<file path="config.mk">
export PLATFORM = sky130hd
export DESIGN_NAME = seg7_encoder_flat
export DESIGN_NICKNAME = d
export VERILOG_FILES = /design/src/rtl/seg7_if.sv /design/src/rtl/seg7_encoder.sv /design/src/flat_wrapper.sv
export SDC_FILE = /design/constraint.sdc
export NUM_CORES = 1
export LEC_CHECK = 0
export ABC_AREA = 1
export ABC_CLOCK_PERIOD_IN_PS = 2680
export CAP_MARGIN = 10
export CORE_MARGIN = 1.5
export CORE_UTILIZATION = 60
export CTS_BUF_LIST = sky130_fd_sc_hd__clkbuf_4 sky130_fd_sc_hd__clkbuf_8 sky130_fd_sc_hd__clkbuf_16
export CTS_CLUSTER_SIZE = 40
export DETAILED_ROUTE_END_ITERATION = 16
export DONT_BUFFER_PORTS = 1
export GPL_ROUTABILITY_DRIVEN = 0
export PLACE_DENSITY = 0.84
export SYNTH_ARGS = -nofsm -noshare
export SYNTH_HDL_FRONTEND = slang
export SYNTH_SLANG_ARGS = --single-unit
</file>
<file path="constraint.sdc">
create_clock -name clk -period 2.68 [get_ports clk]
set_input_delay 0.536 -clock clk [delete_from_list [all_inputs] [get_ports clk]]
set_output_delay 0.536 -clock clk [all_outputs]
set_load 0.005 [all_outputs]
</file>
<file path="src/rtl/seg7_if.sv">
// Seven-segment monitor bus: the sampled segment lines going in and the
// decoded glyph report coming back out.
interface seg7_if;
    logic [6:0] seg_in;     // {a,b,c,d,e,f,g}, active-low
    logic [3:0] hex_out;    // nibble of last committed pattern
    logic       valid;      // one-cycle commit pulse
    logic       err;        // last commit was not a recognised glyph
    logic       blank;      // last commit was all segments off
    logic [7:0] err_count;  // saturating count of invalid commits

    // Side that drives the segment lines and consumes the report.
    modport master (
        output seg_in,
        input  hex_out,
        input  valid,
        input  err,
        input  blank,
        input  err_count
    );

    // The encoder itself.
    modport slave (
        input  seg_in,
        output hex_out,
        output valid,
        output err,
        output blank,
        output err_count
    );
endinterface

</file>
<file path="src/rtl/seg7_encoder.sv">
// Seven-segment pattern encoder. Samples an active-low segment bus, waits for
// a pattern to hold for STABLE_CYCLES consecutive samples, and reports each
// newly stable pattern once as a hex nibble with a single-cycle valid pulse.
// A glitch that settles back onto the already reported pattern is swallowed.
module seg7_encoder #(
    parameter int unsigned STABLE_CYCLES = 4   // legal range 1..15
) (
    input  logic   clk,
    input  logic   reset,
    seg7_if.slave  bus
);

    localparam logic [3:0] STABLE    = 4'(STABLE_CYCLES);
    localparam logic [6:0] SEG_BLANK = 7'h7F;

    typedef enum logic {
        SETTLE = 1'b0,   // candidate still accumulating samples
        LOCKED = 1'b1    // candidate equals reported pattern, watching for change
    } state_t;

    // Decode result of one segment pattern.
    typedef struct packed {
        logic       blank;
        logic       err;
        logic [3:0] hex;
    } decode_t;

    // Map a raw segment pattern to its glyph. Blank and unrecognised patterns
    // both report nibble 0 and are told apart by the blank/err flags.
    function automatic decode_t decode(input logic [6:0] s);
        decode_t d;
        d = '{blank: 1'b0, err: 1'b0, hex: 4'h0};
        case (s)
            7'h01: d.hex = 4'h0;
            7'h4F: d.hex = 4'h1;
            7'h12: d.hex = 4'h2;
            7'h06: d.hex = 4'h3;
            7'h4C: d.hex = 4'h4;
            7'h24: d.hex = 4'h5;
            7'h20: d.hex = 4'h6;
            7'h0F: d.hex = 4'h7;
            7'h00: d.hex = 4'h8;
            7'h04: d.hex = 4'h9;
            7'h08: d.hex = 4'hA;
            7'h60: d.hex = 4'hB;
            7'h31: d.hex = 4'hC;
            7'h42: d.hex = 4'hD;
            7'h30: d.hex = 4'hE;
            7'h38: d.hex = 4'hF;
            7'h7F: d.blank = 1'b1;
            default: d.err = 1'b1;
        endcase
        return d;
    endfunction

    // Input stage, stability tracker and last-reported pattern.
    logic [6:0] seg_q,  seg_d;
    logic [6:0] cand_q, cand_d;
    logic [3:0] cnt_q,  cnt_d;
    logic [6:0] rep_q,  rep_d;
    state_t     state_q, state_d;

    // Registered report outputs.
    logic [3:0] hex_q,       hex_d;
    logic       valid_q,     valid_d;
    logic       err_q,       err_d;
    logic       blank_q,     blank_d;
    logic [7:0] err_count_q, err_count_d;

    logic       commit;
    decode_t    cand_dec;

    assign seg_d    = bus.seg_in;
    assign cand_dec = decode(cand_q);

    // Stability tracker: restart on any change, otherwise count up to the threshold.
    always_comb begin
        cand_d = cand_q;
        cnt_d  = cnt_q;
        if (seg_q != cand_q) begin
            cand_d = seg_q;
            cnt_d  = 4'd1;
        end else if (cnt_q < STABLE) begin
            cnt_d = cnt_q + 4'd1;
        end
    end

    // FSM next state and commit decision.
    always_comb begin
        state_d = state_q;
        commit  = 1'b0;
        case (state_q)
            SETTLE: begin
                // Pattern has held long enough; only report it if it differs
                // from what was last reported.
                if (cnt_q == STABLE && seg_q == cand_q) begin
                    state_d = LOCKED;
                    commit  = (cand_q != rep_q);
                end
            end
            LOCKED: begin
                // cand tracks seg_q while locked, so a mismatch is a fresh change.
                if (seg_q != cand_q) begin
                    state_d = SETTLE;
                end
            end
            default: state_d = SETTLE;
        endcase
    end

    // Report registers: load on commit, otherwise hold; valid is a pure pulse.
    always_comb begin
        rep_d       = rep_q;
        hex_d       = hex_q;
        err_d       = err_q;
        blank_d     = blank_q;
        err_count_d = err_count_q;
        valid_d     = commit;
        if (commit) begin
            rep_d   = cand_q;
            hex_d   = cand_dec.hex;
            err_d   = cand_dec.err;
            blank_d = cand_dec.blank;
            if (cand_dec.err && err_count_q != 8'hFF) begin
                err_count_d = err_count_q + 8'd1;
            end
        end
    end

    // All state; reset leaves the block locked on a blank display so an idle
    // bus right after reset never produces a pulse.
    always_ff @(posedge clk) begin
        if (reset) begin
            seg_q       <= SEG_BLANK;
            cand_q      <= SEG_BLANK;
            cnt_q       <= STABLE;
            rep_q       <= SEG_BLANK;
            state_q     <= LOCKED;
            hex_q       <= 4'h0;
            valid_q     <= 1'b0;
            err_q       <= 1'b0;
            blank_q     <= 1'b1;
            err_count_q <= 8'd0;
        end else begin
            seg_q       <= seg_d;
            cand_q      <= cand_d;
            cnt_q       <= cnt_d;
            rep_q       <= rep_d;
            state_q     <= state_d;
            hex_q       <= hex_d;
            valid_q     <= valid_d;
            err_q       <= err_d;
            blank_q     <= blank_d;
            err_count_q <= err_count_d;
        end
    end

    assign bus.hex_out   = hex_q;
    assign bus.valid     = valid_q;
    assign bus.err       = err_q;
    assign bus.blank     = blank_q;
    assign bus.err_count = err_count_q;

endmodule

</file>
<file path="src/flat_wrapper.sv">
// flat-port wrapper written by rule: the top's interface ports become plain ports
module seg7_encoder_flat 
#(
    parameter int unsigned STABLE_CYCLES = 4                       
)
  (clk, reset, bus_seg_in, bus_hex_out, bus_valid, bus_err, bus_blank, bus_err_count);
  seg7_if bus_i ();
  input  logic clk;
  input  logic reset;
  input wire logic [$bits(bus_i.seg_in)-1:0] bus_seg_in;
  output wire logic [$bits(bus_i.hex_out)-1:0] bus_hex_out;
  output wire logic [$bits(bus_i.valid)-1:0] bus_valid;
  output wire logic [$bits(bus_i.err)-1:0] bus_err;
  output wire logic [$bits(bus_i.blank)-1:0] bus_blank;
  output wire logic [$bits(bus_i.err_count)-1:0] bus_err_count;
  assign bus_i.seg_in = bus_seg_in;
  assign bus_hex_out = bus_i.hex_out;
  assign bus_valid = bus_i.valid;
  assign bus_err = bus_i.err;
  assign bus_blank = bus_i.blank;
  assign bus_err_count = bus_i.err_count;
  seg7_encoder #(.STABLE_CYCLES(STABLE_CYCLES)) u_core (.clk(clk), .reset(reset), .bus(bus_i));
endmodule
</file>
==> summary.txt <==
Status -> complete, no violations
Setup Buffers After CTS -> 0
Cell with the largest stage delay on the worst path -> dfxtp_1
Max Cap Viol -> 0
CTS tree -> yes
CTS sink cnt -> 41
# port buffers -> 0
Max-Slew Margin vs Limit -> 0.625
Largest area contributor in the netlist -> dfxtp_1
Max H-tree Level -> 2
Vias -> 1,811
# resized after CTS -> 0
CP Launch Point -> u_core.cand_q[6]
Synthesized Nets -> 329
Max rail drop VDD -> 258 uV
Die area -> 3960 sq um
Synth Register Bits -> 41
Largest net degree at the start of global routing -> 24
Fin. Hold Viols -> 0
I/O pins -> 24
Syn_area_per_cell -> 6.80 sq um
Post-synth top area share -> 0.381
Inserted Diodes -> 0
Vias in the first global route -> 1,585
HPWL after DPL -> 2840 um
Placeable Area -> 3390 sq um
Die Wd -> 62.9 um
Vias/cell -> 5.06
Initial antenna violation count -> 0
Initial core utilization -> 0.636
Ratio of final minimum period to clock period -> 0.801
Cell Chain, Critical Path -> inv_2, nand2_2, inv_1, nand2_1, nand2_1, nor2_2, nand2_1, nor2_2, nand3_1, nand2_1, inv_1, nor2_1
Critical Path RT -> 2.98 ns
Setup CP Type -> reg2reg
Skew final -> 0.00467 ns
Post-synthesis sequential area ratio -> 0.381
Skew-Pair Late Insertion Delay -> 0.35 ns
DRC viols -> 0
Worst r2r src -> u_core.cand_q[6]
Warnings, synthesis -> 0
Pwr dens -> 469 nW/um^2
Reg2Reg Depth -> 12
CTS buffer count -> 5
Reg2reg end -> u_core.bus.err_count[2]
Hold slack -> 0.237 ns
Final setup fails -> 0
Crit path to -> u_core.bus.err_count[2]
Initial DRT Pass Iterations -> 4
Post-synthesis instance area -> 2160 sq um
CP arrival -> 2.44 ns
Clock-pin slew on the worst setup and hold paths -> 0.11 ns
CTS Hold Bufs -> 0
CP startpoint kind -> flop
Post-Layout Cell Count -> 358
Final min period -> 2.15 ns
Final Core Density -> 0.643
Highest Clock Rate -> 466 MHz
Routed WL -> 3770 um
Slowest stage delay, CP -> 0.51 ns
CTS Root Cell -> clkbuf_4
Slew @ Worst Pin -> 0.562 ns
Layout area overhead -> 1.04%
Leakage -> 1.11 nW
Worst-case clock buffer depth -> 2
Layout cells sized above 1 -> 0.122
Gr ovfl total -> 0
Synth top area cells -> dfxtp_1 (38%), nand2_1 (16%), inv_1 (7.1%)
R2R Setup Slk -> 0.53 ns
Synth cell types -> 26
Nets -> 323
Initial DRC count -> 130
Crit path top cell by count -> nand2_1
Global-route wire length before repair -> 6480 um
Hold Path Class -> in2reg
Site Rows -> 21
Max Slew Vio Count -> 0
Mapped Cells -> 317
Dpl cells -> 350
Antenna-violating nets left -> 0
Setup TNS -> 0 ns
Mean routed wirelength per cell -> 10.5 um
Die height -> 62.9 um
Tot GR Track Use -> 0.206
Crit path max fanout -> 12
RSZ-0062 raised after global routing -> no
Critical Path End Type -> flop
worst max-delay path: cells and delay by family (launching register included):
family	cells	cell delay, ns
buffers and inverters	3	0.22
DFF	1	0.51
and+or+nand+nor	9	1.36
sequential cells by signal (all words and copies together), names as in the netlist:
| register | count |
|---|---|
| u_core.bus.blank | 1 |
| u_core.rep_q | 7 |
| u_core.seg_q | 7 |
| u_core.cand_q | 7 |
| u_core.bus.valid | 1 |
| u_core.bus.err_count | 8 |
| u_core.bus.hex_out | 4 |
| u_core.cnt_q | 4 |
| u_core.state_q | 1 |
| u_core.bus.err | 1 |
power by group:
group	switching (mW)	internal (mW)	leakage (nW)	total (mW)
clock	0.191	0.110	0.0354	0.301
combinational	0.0483	0.0302	0.737	0.0785
sequential	0.0157	0.625	0.335	0.641
total	0.255	0.765	1.11	1.02
layer usage:
layer  GRT usage  part of all wire  up-vias
li1            -                 -      965
met1       0.256              0.49      794
met2       0.327              0.44       44
met3      0.0360             0.044        8
met4       0.131             0.020        0
met5           0                 0        -
through the flow:
| stage | instance area (sq um) | setup slack [ns] | power, mW |
|---|---|---|---|
| floorplan | 2160 | 1.16 | 0.727 |
| global placement | 2120 | 0.604 | 0.732 |
| detailed placement | 2120 | 0.553 | 0.733 |
| CTS | 2180 | 0.533 | 1.03 |
| global route | 2180 | 0.285 | 1.07 |
| finish | 2180 | 0.533 | 1.02 |
worst min path at each step:
stage               startpoint                    end  depth (start not counted)
6_report                 reset  u_core.bus.hex_out[0]                          1
5_1_grt                  reset        u_core.cnt_q[0]                          1
4_1_cts                  reset  u_core.bus.hex_out[0]                          1
3_5_place_dp   u_core.seg_q[4]       u_core.cand_q[4]                          2
3_3_place_gp   u_core.seg_q[0]       u_core.cand_q[0]                          2
2_1_floorplan  u_core.seg_q[0]       u_core.cand_q[0]                          2
Yosys cell counts:
master,instances
clkinv_1,1
nand4_1,8
nand2_1,90
inv_2,4
nor2_2,7
inv_1,41
dfxtp_1,41
o211ai_1,3
nand2_2,2
a31oi_1,2
o21a_1,1
a21oi_1,11
ha_1,3
nand3_2,3
buf_4,7
nor3_1,7
xor2_1,2
xnor2_1,5
nand3_1,10
or2_2,10
clkbuf_1,4
o21ai_0,10
nor2_1,39
nand3_4,2
nor2_4,2
buf_6,2
area by class of cell:
class | instances | area (sq um)
clock buffer | 6 | 45.0
clock inverter | 2 | 10.0
fill | 303 | 1210
inverter | 46 | 173
multi-input combinational | 217 | 1070
sequential | 41 | 821
tap | 46 | 57.6
cells in the final DEF, fill, tap and decap left out, types with 3 or more instances in the layout:
cell type / instances
o21ai_0: 10
inv_2: 4
dfxtp_1: 41
nor3_1: 7
o211ai_1: 3
a21oi_1: 11
xnor2_1: 5
nand2_1: 90
nand4_1: 8
inv_1: 41
clkbuf_4: 6
nand3_1: 10
nor2_2: 7
ha_1: 3
or2_2: 10
nand3_2: 3
nor2_1: 39
cells by family (layout without fill, tap and decap cells):
kind of cell,after synthesis,in the layout,share of synthesized area
AOI/OAI and AO/OA,27,27,0.0685
DFF,41,41,0.381
xor gates and xnor gates,7,7,0.0284
and+or+nand+nor,180,180,0.383
adders and majority gates,3,3,0.0174
buffers and inverters,59,54,0.122
(Power assumes the default switching activity.)
